[config.mk]
export PLATFORM = sky130hd
export DESIGN_NAME = k005292_timing_gen
export DESIGN_NICKNAME = d
export VERILOG_FILES = /design/src/rtl/k005292_timing_pkg.sv /design/src/rtl/k005292_span_dec.sv /design/src/rtl/k005292_timing_gen.sv
export SDC_FILE = /design/constraint.sdc
export NUM_CORES = 1
export LEC_CHECK = 0
export CAP_MARGIN = 20
export CORE_MARGIN = 4
export CORE_UTILIZATION = 39
export CTS_CLUSTER_DIAMETER = 60
export DETAILED_ROUTE_END_ITERATION = 12
export PLACE_DENSITY = 0.74
export SLEW_MARGIN = 20
export SYNTH_ARGS = -nofsm -noshare
export SYNTH_HDL_FRONTEND = slang
export SYNTH_SLANG_ARGS = --single-unit
export TNS_END_PERCENT = 100
[constraint.sdc]
create_clock -name i_EMU_MCLK -period 2.25 [get_ports i_EMU_MCLK]
set_clock_uncertainty 0.15 [all_clocks]
set_input_delay 0.45 -clock i_EMU_MCLK [delete_from_list [all_inputs] [get_ports i_EMU_MCLK]]
set_output_delay 0.45 -clock i_EMU_MCLK [all_outputs]
set_load 0.02 [all_outputs]
[src/rtl/k005292_timing_pkg.sv]
// Default geometry and span-decode helper shared by the k005292 timing generator.
package k005292_timing_pkg;

    localparam int unsigned DEF_HW          = 9;
    localparam int unsigned DEF_VW          = 9;
    localparam int unsigned DEF_H_FIRST     = 128;
    localparam int unsigned DEF_H_LAST      = 511;
    localparam int unsigned DEF_V_FIRST     = 248;
    localparam int unsigned DEF_V_LAST      = 511;
    localparam int unsigned DEF_HACT_START  = 256;
    localparam int unsigned DEF_HACT_END    = 511;
    localparam int unsigned DEF_HSYNC_START = 176;
    localparam int unsigned DEF_HSYNC_END   = 207;
    localparam int unsigned DEF_H_HALF      = 368;
    localparam int unsigned DEF_VACT_START  = 272;
    localparam int unsigned DEF_VACT_END    = 495;
    localparam int unsigned DEF_VSYNC_START = 248;
    localparam int unsigned DEF_VSYNC_END   = 255;

    function automatic logic in_span(input int unsigned val,
                                     input int unsigned lo,
                                     input int unsigned hi);
        return (val >= lo) && (val <= hi);
    endfunction

endpackage

[src/rtl/k005292_span_dec.sv]
// Inclusive range decoder: o_hit = LO <= i_val <= HI.
module k005292_span_dec
    import k005292_timing_pkg::*;
#(
    parameter int unsigned W  = 9,
    parameter int unsigned LO = 0,
    parameter int unsigned HI = 0
) (
    input  logic [W-1:0] i_val,
    output logic         o_hit
);

    always_comb o_hit = in_span(32'(i_val), LO, HI);

endmodule

[src/rtl/k005292_timing_gen.sv]
// Parametrised video timing generator: counters, flips, blanks, syncs and field.
// Define K005292_TIMING_GEN_LINE_IRQ_EN to build the line-compare interrupt.
module k005292_timing_gen
    import k005292_timing_pkg::*;
#(
    parameter int unsigned HW          = DEF_HW,
    parameter int unsigned VW          = DEF_VW,
    parameter int unsigned H_FIRST     = DEF_H_FIRST,
    parameter int unsigned H_LAST      = DEF_H_LAST,
    parameter int unsigned V_FIRST     = DEF_V_FIRST,
    parameter int unsigned V_LAST      = DEF_V_LAST,
    parameter int unsigned HACT_START  = DEF_HACT_START,
    parameter int unsigned HACT_END    = DEF_HACT_END,
    parameter int unsigned HSYNC_START = DEF_HSYNC_START,
    parameter int unsigned HSYNC_END   = DEF_HSYNC_END,
    parameter int unsigned H_HALF      = DEF_H_HALF,
    parameter int unsigned VACT_START  = DEF_VACT_START,
    parameter int unsigned VACT_END    = DEF_VACT_END,
    parameter int unsigned VSYNC_START = DEF_VSYNC_START,
    parameter int unsigned VSYNC_END   = DEF_VSYNC_END
) (
    input  logic          i_EMU_MCLK,
    input  logic          i_MRST_n,
    input  logic          i_EMU_CLK6MPCEN_n,
    input  logic          i_HFLIP,
    input  logic          i_VFLIP,
    input  logic          i_INTER,
    input  logic [VW-1:0] i_LINE_CMP,
    output logic [HW-1:0] o_ABS_H,
    output logic [VW-1:0] o_ABS_V,
    output logic [HW-1:0] o_FLIP_H,
    output logic [VW-1:0] o_FLIP_V,
    output logic          o_HBLANK_n,
    output logic          o_VBLANK_n,
    output logic          o_HSYNC_n,
    output logic          o_VSYNC_n,
    output logic          o_CSYNC_n,
    output logic          o_VCLK,
    output logic          o_FIELD,
    output logic          o_LINE_IRQ
);

    if (H_FIRST >= H_LAST) begin : g_bad_h
        $error("k005292_timing_gen: H_FIRST must be below H_LAST");
    end
    if (V_FIRST >= V_LAST) begin : g_bad_v
        $error("k005292_timing_gen: V_FIRST must be below V_LAST");
    end

    logic [HW-1:0] hcntr_q, hcntr_d;
    logic [VW-1:0] vcntr_q, vcntr_d;
    logic          field_q, field_d;
    logic          vsync_q, vsync_d;

    logic          cen;
    logic          line_adv;
    logic          half_pt;
    logic          v_wrap;
    logic [VW-1:0] vcntr_nxt;
    logic [VW-1:0] vsync_src;
    logic          hact_hit, hsync_hit, vact_hit, vsync_hit;
    logic          hsync_n, vsync_n;

    always_comb begin
        cen       = ~i_EMU_CLK6MPCEN_n;
        line_adv  = (hcntr_q == HW'(HSYNC_START - 1));
        half_pt   = (hcntr_q == HW'(H_HALF - 1));
        v_wrap    = (vcntr_q == VW'(V_LAST));
        vcntr_nxt = v_wrap ? VW'(V_FIRST) : vcntr_q + VW'(1);
        // Even fields look ahead to the line about to start; odd fields sample
        // the current line half a line later to get the interlace offset.
        vsync_src = field_q ? vcntr_q : vcntr_nxt;
    end

    k005292_span_dec #(.W(HW), .LO(HACT_START), .HI(HACT_END)) u_hact (
        .i_val (hcntr_q),
        .o_hit (hact_hit)
    );

    k005292_span_dec #(.W(HW), .LO(HSYNC_START), .HI(HSYNC_END)) u_hsync (
        .i_val (hcntr_q),
        .o_hit (hsync_hit)
    );

    k005292_span_dec #(.W(VW), .LO(VACT_START), .HI(VACT_END)) u_vact (
        .i_val (vcntr_q),
        .o_hit (vact_hit)
    );

    k005292_span_dec #(.W(VW), .LO(VSYNC_START), .HI(VSYNC_END)) u_vsync (
        .i_val (vsync_src),
        .o_hit (vsync_hit)
    );

    always_comb begin
        hcntr_d = hcntr_q;
        vcntr_d = vcntr_q;
        field_d = field_q;
        vsync_d = vsync_q;
        if (cen) begin
            hcntr_d = (hcntr_q == HW'(H_LAST)) ? HW'(H_FIRST) : hcntr_q + HW'(1);
            if (line_adv) begin
                vcntr_d = vcntr_nxt;
                if (v_wrap) begin
                    field_d = i_INTER ? ~field_q : 1'b0;
                end
            end
            if (field_q ? half_pt : line_adv) begin
                vsync_d = vsync_hit;
            end
        end
    end

    always_ff @(posedge i_EMU_MCLK) begin
        if (!i_MRST_n) begin
            hcntr_q <= HW'(H_FIRST);
            vcntr_q <= VW'(V_FIRST);
            field_q <= 1'b0;
            vsync_q <= 1'b0;
        end else begin
            hcntr_q <= hcntr_d;
            vcntr_q <= vcntr_d;
            field_q <= field_d;
            vsync_q <= vsync_d;
        end
    end

`ifdef K005292_TIMING_GEN_LINE_IRQ_EN
    logic irq_q, irq_d;

    // Held across disabled master clocks so the pulse spans one pixel period.
    always_comb begin
        irq_d = irq_q;
        if (cen) begin
            irq_d = line_adv && (vcntr_nxt == i_LINE_CMP);
        end
    end

    always_ff @(posedge i_EMU_MCLK) begin
        if (!i_MRST_n) begin
            irq_q <= 1'b0;
        end else begin
            irq_q <= irq_d;
        end
    end

    assign o_LINE_IRQ = irq_q;
`else
    logic unused_line_cmp;
    assign unused_line_cmp = ^i_LINE_CMP;
    assign o_LINE_IRQ      = 1'b0;
`endif

    always_comb begin
        hsync_n    = ~hsync_hit;
        vsync_n    = ~vsync_q;
        o_ABS_H    = hcntr_q;
        o_ABS_V    = vcntr_q;
        o_FLIP_H   = hcntr_q ^ {HW{i_HFLIP}};
        o_FLIP_V   = vcntr_q ^ {VW{i_VFLIP}};
        o_HBLANK_n = hact_hit;
        o_VBLANK_n = vact_hit;
        o_HSYNC_n  = hsync_n;
        o_VSYNC_n  = vsync_n;
        o_CSYNC_n  = ~(hsync_n ^ vsync_n);
        o_VCLK     = hsync_hit;
        o_FIELD    = field_q;
    end

endmodule
==> out/metrics.csv <==
metric,value,unit
wl_per_cell,12.90,um
seq_area_frac_synth,27.44,%
fmax,0.4552,GHz
io_buffers,48,
syn_avg_cell_area,8.016,um2
rows,21,
area_growth,50.51,%
synth_cells,182,
crit_fanout,9,
clk_pin_slew_worst_paths,0.07,ns
hold_violations,0,
startpoint_type,primary input,
synth_enable_flop_cells,0,
finalCriticalPeriod,2.197,ns
grt_pass1_vias,1494,
hold_path_class,reg -> reg,
cts_buffers,3,
fin_crit_sh,97.63,%
core,3468,um2
initialDrtViolationCount,102,
overflow,0,
hold_depth,2,
pre_cts_slack,-0.2517,ns
synth_cell_types,45,
crit_slowest_cell,clkdlybuf4s50_1,
clockBufferDepth,2,
die-area,4783,um2
finalWorstSetupSlack,0.05329,ns
viasPerCell,5.007,
p_leak,0.9741,nW
drv_slew,0,
wirelength,3.805,mm
die_h,69.16,um
die_w,69.16,um
setup_viol,0,
num_vias,1477,
layout-drive-gt1-share,19.28,%
route.detailed.drc,0,
ant_nets,0,
initial_core_util,42.06,%
ys.flop_type,dfxtp_1,
synth_seq_cells,20,
dr.pass1.iters,5,
ir_worst_vdd,218.7,uV
grt_pass1_wl,6.693,mm
clock_latency,0.26,ns
maxCapViolCount,0,
cts-root-buf,clkbuf_8,
htree_levels,1,
grt_max_degree,14,
holdPathEnd,vsync_q,
status,"finished, final reports clean",
cts_tree,yes,
r2r_end,vsync_q,
required,1.65,ns
synth.net_count,203,
r2r-start,o_ABS_V[1],
crit_chain,clkdlybuf4s50_1 > buf_12 > xor2_1 > dlygate4sd2_1,
diodes,0,
holdBufCountCts,0,
grt.total_usage,16.52,%
hold_start,vsync_q,
reg2reg_slack,0.16,ns
grt_antenna_before_repair,0,
synth-async-reset-ratio,0,%
endpoint_kind,primary output,
cts.sinks,20,
worstSetupPathType,in -> out,
totalPowerFinal,0.8613,mW
synth_area,1459,um2
power_density,392.2,nW/um2
reg2reg_depth,8,
max_stage_delay,0.50,ns
final_nets,271,
num_io_pins,59,
gp_congestion,0.8596,
place_hpwl,3.023,mm
yosys_warnings,0,
cp.arrival,1.60,ns
==> placed cells by master (no fill, tap or decap), types with 2 or more instances in the layout <==
master and instances:
inv_1 10, nor2b_1 6, o22ai_1 3, or3_1 3, o21ai_1 4, xnor2_1 2, nor3_1 2, o21a_1 2
nand2b_1 4, a21oi_1 7, nand2_1 16, ha_1 5, nand4_1 5, dlygate4sd2_1 16, mux2i_1 2, dfxtp_1 18
o21ai_0 5, xor2_1 24, nand3_1 4, clkdlybuf4s50_1 26, buf_4 30, o211ai_1 3, clkbuf_8 3, dfxtp_2 2
nor2_1 15, clkbuf_2 3, and3_1 3
==> through the flow <==
step	utilization (%)	hold WS, ns	instance area (um2)	cells	TNS (ns)
after CTS	63.38	0.3752	2198	295	0
after global routing	63.31	0.4457	2196	295	-0.0009395
final	63.31	0.3972	2196	295	0
after detailed placement	62.16	0.3559	2156	291	-3.880
after floorplan	-	0.3215	1460	182	0
after global placement	62.16	0.3549	2156	291	-3.540
==> how the worst max path moves through the flow <==
stage	start	end	slack [ns]
2_1_floorplan	o_ABS_V[1]	vsync_q	0.003
3_3_place_gp	i_HFLIP	o_FLIP_H[4]	-0.21
3_5_place_dp	i_HFLIP	o_FLIP_H[4]	-0.25
4_1_cts	o_ABS_H[0]	o_VCLK	0.01
5_1_grt	o_ABS_H[1]	o_CSYNC_n	-0.0009
6_report	i_HFLIP	o_FLIP_H[4]	0.05
==> critical path, delay by kind of cell <==
family                    cells  cell delay, ns
buffers and inverters         3            1.00
xor gates and xnor gates      1            0.14
==> flip-flops by register name, indices dropped and copies added (netlist names) <==
name     cells
o_ABS_H      9
o_ABS_V      9
vsync_q      1
o_FIELD      1
==> report_power, final <==
part | internal, mW | total [mW] | switching, mW | leakage (nW)
logic | 0.0632 | 0.140 | 0.0766 | 0.776
registers | 0.358 | 0.361 | 0.00313 | 0.162
clock network | 0.238 | 0.360 | 0.123 | 0.0357
total | 0.659 | 0.861 | 0.203 | 0.974
==> routing by layer <==
layer	track usage, %	up-vias	routed length, um
met5	0	-	0
met2	28.39	52	1813
met4	5.206	0	44
met3	2.907	5	199
li1	-	746	-
met1	20.81	674	1748
==> synth_stat cells (2+ instances only) <==
cell | n | area share [%]
a21oi_1 | 7 | 2.4
and3_1 | 3 | 1.3
buf_4 | 2 | 1.0
buf_6 | 2 | 1.5
clkbuf_1 | 10 | 2.6
dfxtp_1 | 20 | 27
ha_1 | 6 | 5.1
inv_1 | 10 | 2.6
mux2i_1 | 2 | 1.4
nand2_1 | 16 | 4.1
nand2b_1 | 4 | 1.7
nand3_1 | 4 | 1.4
nand4_1 | 5 | 2.1
nor2_1 | 15 | 3.9
nor2b_1 | 6 | 2.6
nor3_1 | 2 | 0.69
o211ai_1 | 3 | 1.5
o21a_1 | 2 | 1.0
o21ai_0 | 6 | 2.1
o21ai_1 | 3 | 1.0
o22ai_1 | 3 | 1.3
or3_1 | 3 | 1.3
xnor2_1 | 3 | 1.8
xor2_1 | 24 | 14
==> cell type report <==
class	instances	area (um2)
Clock inverter	1	30.03
Sequential cell	20	402.9
Tap cell	46	57.56
Multi-Input combinational cell	137	950.9
Inverter	10	37.54
Fill cell	325	1272
Clock buffer	3	41.29
Timing Repair Buffer	78	675.6
==> timing repair <==
item,CTS,global route
pin swaps,0,1
setup endpoints to repair,22,6
gates resized for setup,28,14
cloned,0,0
setup buffers,0,0
==> logic make-up after synthesis <==
logic type / synth area share, %
simple gates: 27.79
other cells: 0.2570
fa+ha+maj: 5.146
flops: 27.44
buf+inv: 8.062
mux: 1.372
compound gates: 13.72
xor+xnor: 16.21
Power figures use the tool's default switching activity.
==> patch: new RTL, same settings <==
`DEF_VW`: 9 -> 11.
--- a/src/rtl/k005292_timing_pkg.sv
+++ b/src/rtl/k005292_timing_pkg.sv
@@ -2,7 +2,7 @@
 package k005292_timing_pkg;
 
     localparam int unsigned DEF_HW          = 9;
-    localparam int unsigned DEF_VW          = 9;
+    localparam int unsigned DEF_VW          = 11;
     localparam int unsigned DEF_H_FIRST     = 128;
     localparam int unsigned DEF_H_LAST      = 511;
     localparam int unsigned DEF_V_FIRST     = 248;
Interface: changed (resized i_LINE_CMP, o_ABS_V and o_FLIP_V); port bits go from 59 to 65. No check against the original RTL was run, so the function may have changed too.
==> patch against the unedited design <==
  * Hold slack worse by 0.019 ns
  * Total power down 8.4%
  * Worst setup slack better by 0.0039 ns
  * Combinational power up 7%
  * Global-route usage down 0.94 points
  * Synthesized area up 16%
  * Synthesized cell count up 14%
  * Sequential cell count up 2
  * Wire length up 8.9%
  * Cell area up 12%
  * Largest power group unchanged
==> patch: results (changes against the unedited design) <==
metric,value,unit,change
outcome,completed,,
first_global_vias,1503,,+0.60%
leakage,1.043,nW,+7.1%
synthCells,208,,+14%
hpwlAfterDp,3209,um,+6.1%
synth_area_leaders,"dfxtp_1 (26%), xor2_1 (13%), nand2_1 (5.5%)",,
crit_start,i_VFLIP,,
grt_max_degree,18,,+4
synth_common_cells,"xor2_1 (26), nand2_1 (25), dfxtp_1 (22)",,
crit_end,o_FLIP_V[6],,
place_inst,323,,+11%
via_per_inst,5.132,,+2.5%
grt_use_total,15.58,%,-0.94 points
period_share,97.46,%,-0.18 points
r2r-start,o_ABS_V[0],,
peakVddDrop,0.0001808,V,-17%
r2r_slack,0.18,ns,+0.02 ns
grt_pass1_wl,6900,um,+3.1%
drt-total-wl,4145,um,+8.9%
gp_congestion,0.8598,,about the same
io_buffers,52,,+8.3%
drt_iter0_drc,114,,+12%
seq_area_frac_synth,25.98,%,-1.5 points
num_vias,1673,,+13%
crit-reg2reg-capture,o_ABS_V[9],,
## patch: cell types whose count changed in the layout (fill, tap and decap cells not counted), moves of 4 or more
cell     change
nand2_1      +8
nor2_1       -6
buf_4        +4
a21oi_1      -4
## patch: worst max-delay path, cell delays in order
cell and delay (ns):
clkdlybuf4s50_1 0.50, buf_12 0.15, xor2_1 0.14, dlygate4sd2_1 0.35
## patch: final cells by class
| class | count | area, um^2 |
|---|---|---|
| fillers | 385 | 1667 |
| well taps | 50 | 62.56 |
| multi-input cells | 156 | 1107 |
| inverters | 8 | 30.03 |
| repair buffers | 87 | 764.5 |
| flip-flops and latches | 22 | 442.9 |
| clock buffers | 3 | 41.29 |
## patch: power by group
part | total (mW) | leakage, nW | internal [mW] | switching, mW
Combinational | 0.150 | 0.843 | 0.0686 | 0.0816
Sequential | 0.396 | 0.178 | 0.393 | 0.00247
Clock | 0.243 | 0.0216 | 0.119 | 0.123
## patch: cell families (layout without fill, tap and decap cells)
kind of cell / count (synthesis) / after routing / share of synthesized area (%)
buffers and inverters: 30 / 98 / 10.55
other: 1 / 1 / 0.2212
adders and majority gates: 5 / 5 / 3.690
xor gates and xnor gates: 31 / 31 / 16.01
DFF: 22 / 22 / 25.98
AOI/OAI and AO/OA: 30 / 30 / 11.81
muxes: 5 / 5 / 2.952
and+or+nand+nor: 84 / 84 / 28.78
## patch: how the worst min path moves through the flow
stage,cells past startpoint,from,end
final,2,o_ABS_V[1],o_ABS_V[1]
after global routing,2,o_ABS_V[1],o_ABS_V[1]
after CTS,2,o_ABS_V[0],o_ABS_V[0]
after detailed placement,2,o_ABS_V[0],o_ABS_V[0]
after global placement,2,o_ABS_V[1],o_ABS_V[1]
after floorplan,2,o_FIELD,o_FIELD
## patch: repair_timing
item | in CTS | in global routing
pin swaps | 1 | 2
setup endpoints to repair | 24 | 9
resized for setup | 28 | 22
endpoints found under the hold margin | 0 | 0
## patch: stage by stage
stage | area (um^2) | hold WS (ns)
final | 2449 | 0.3786
after global routing | 2449 | 0.4249
after CTS | 2424 | 0.3861
after detailed placement | 2407 | 0.3729
after global placement | 2407 | 0.3539
after floorplan | 1698 | 0.4421
## patch: layer usage
| layer | GRT usage (%) | vias up | part of all wire [%] |
|---|---|---|---|
| li1 | - | 835 | - |
| met1 | 21.93 | 791 | 47 |
| met2 | 25.20 | 43 | 48 |
| met3 | 1.216 | 4 | 4.2 |
| met4 | 5.231 | 0 | 1.3 |
| met5 | 0 | - | 0 |
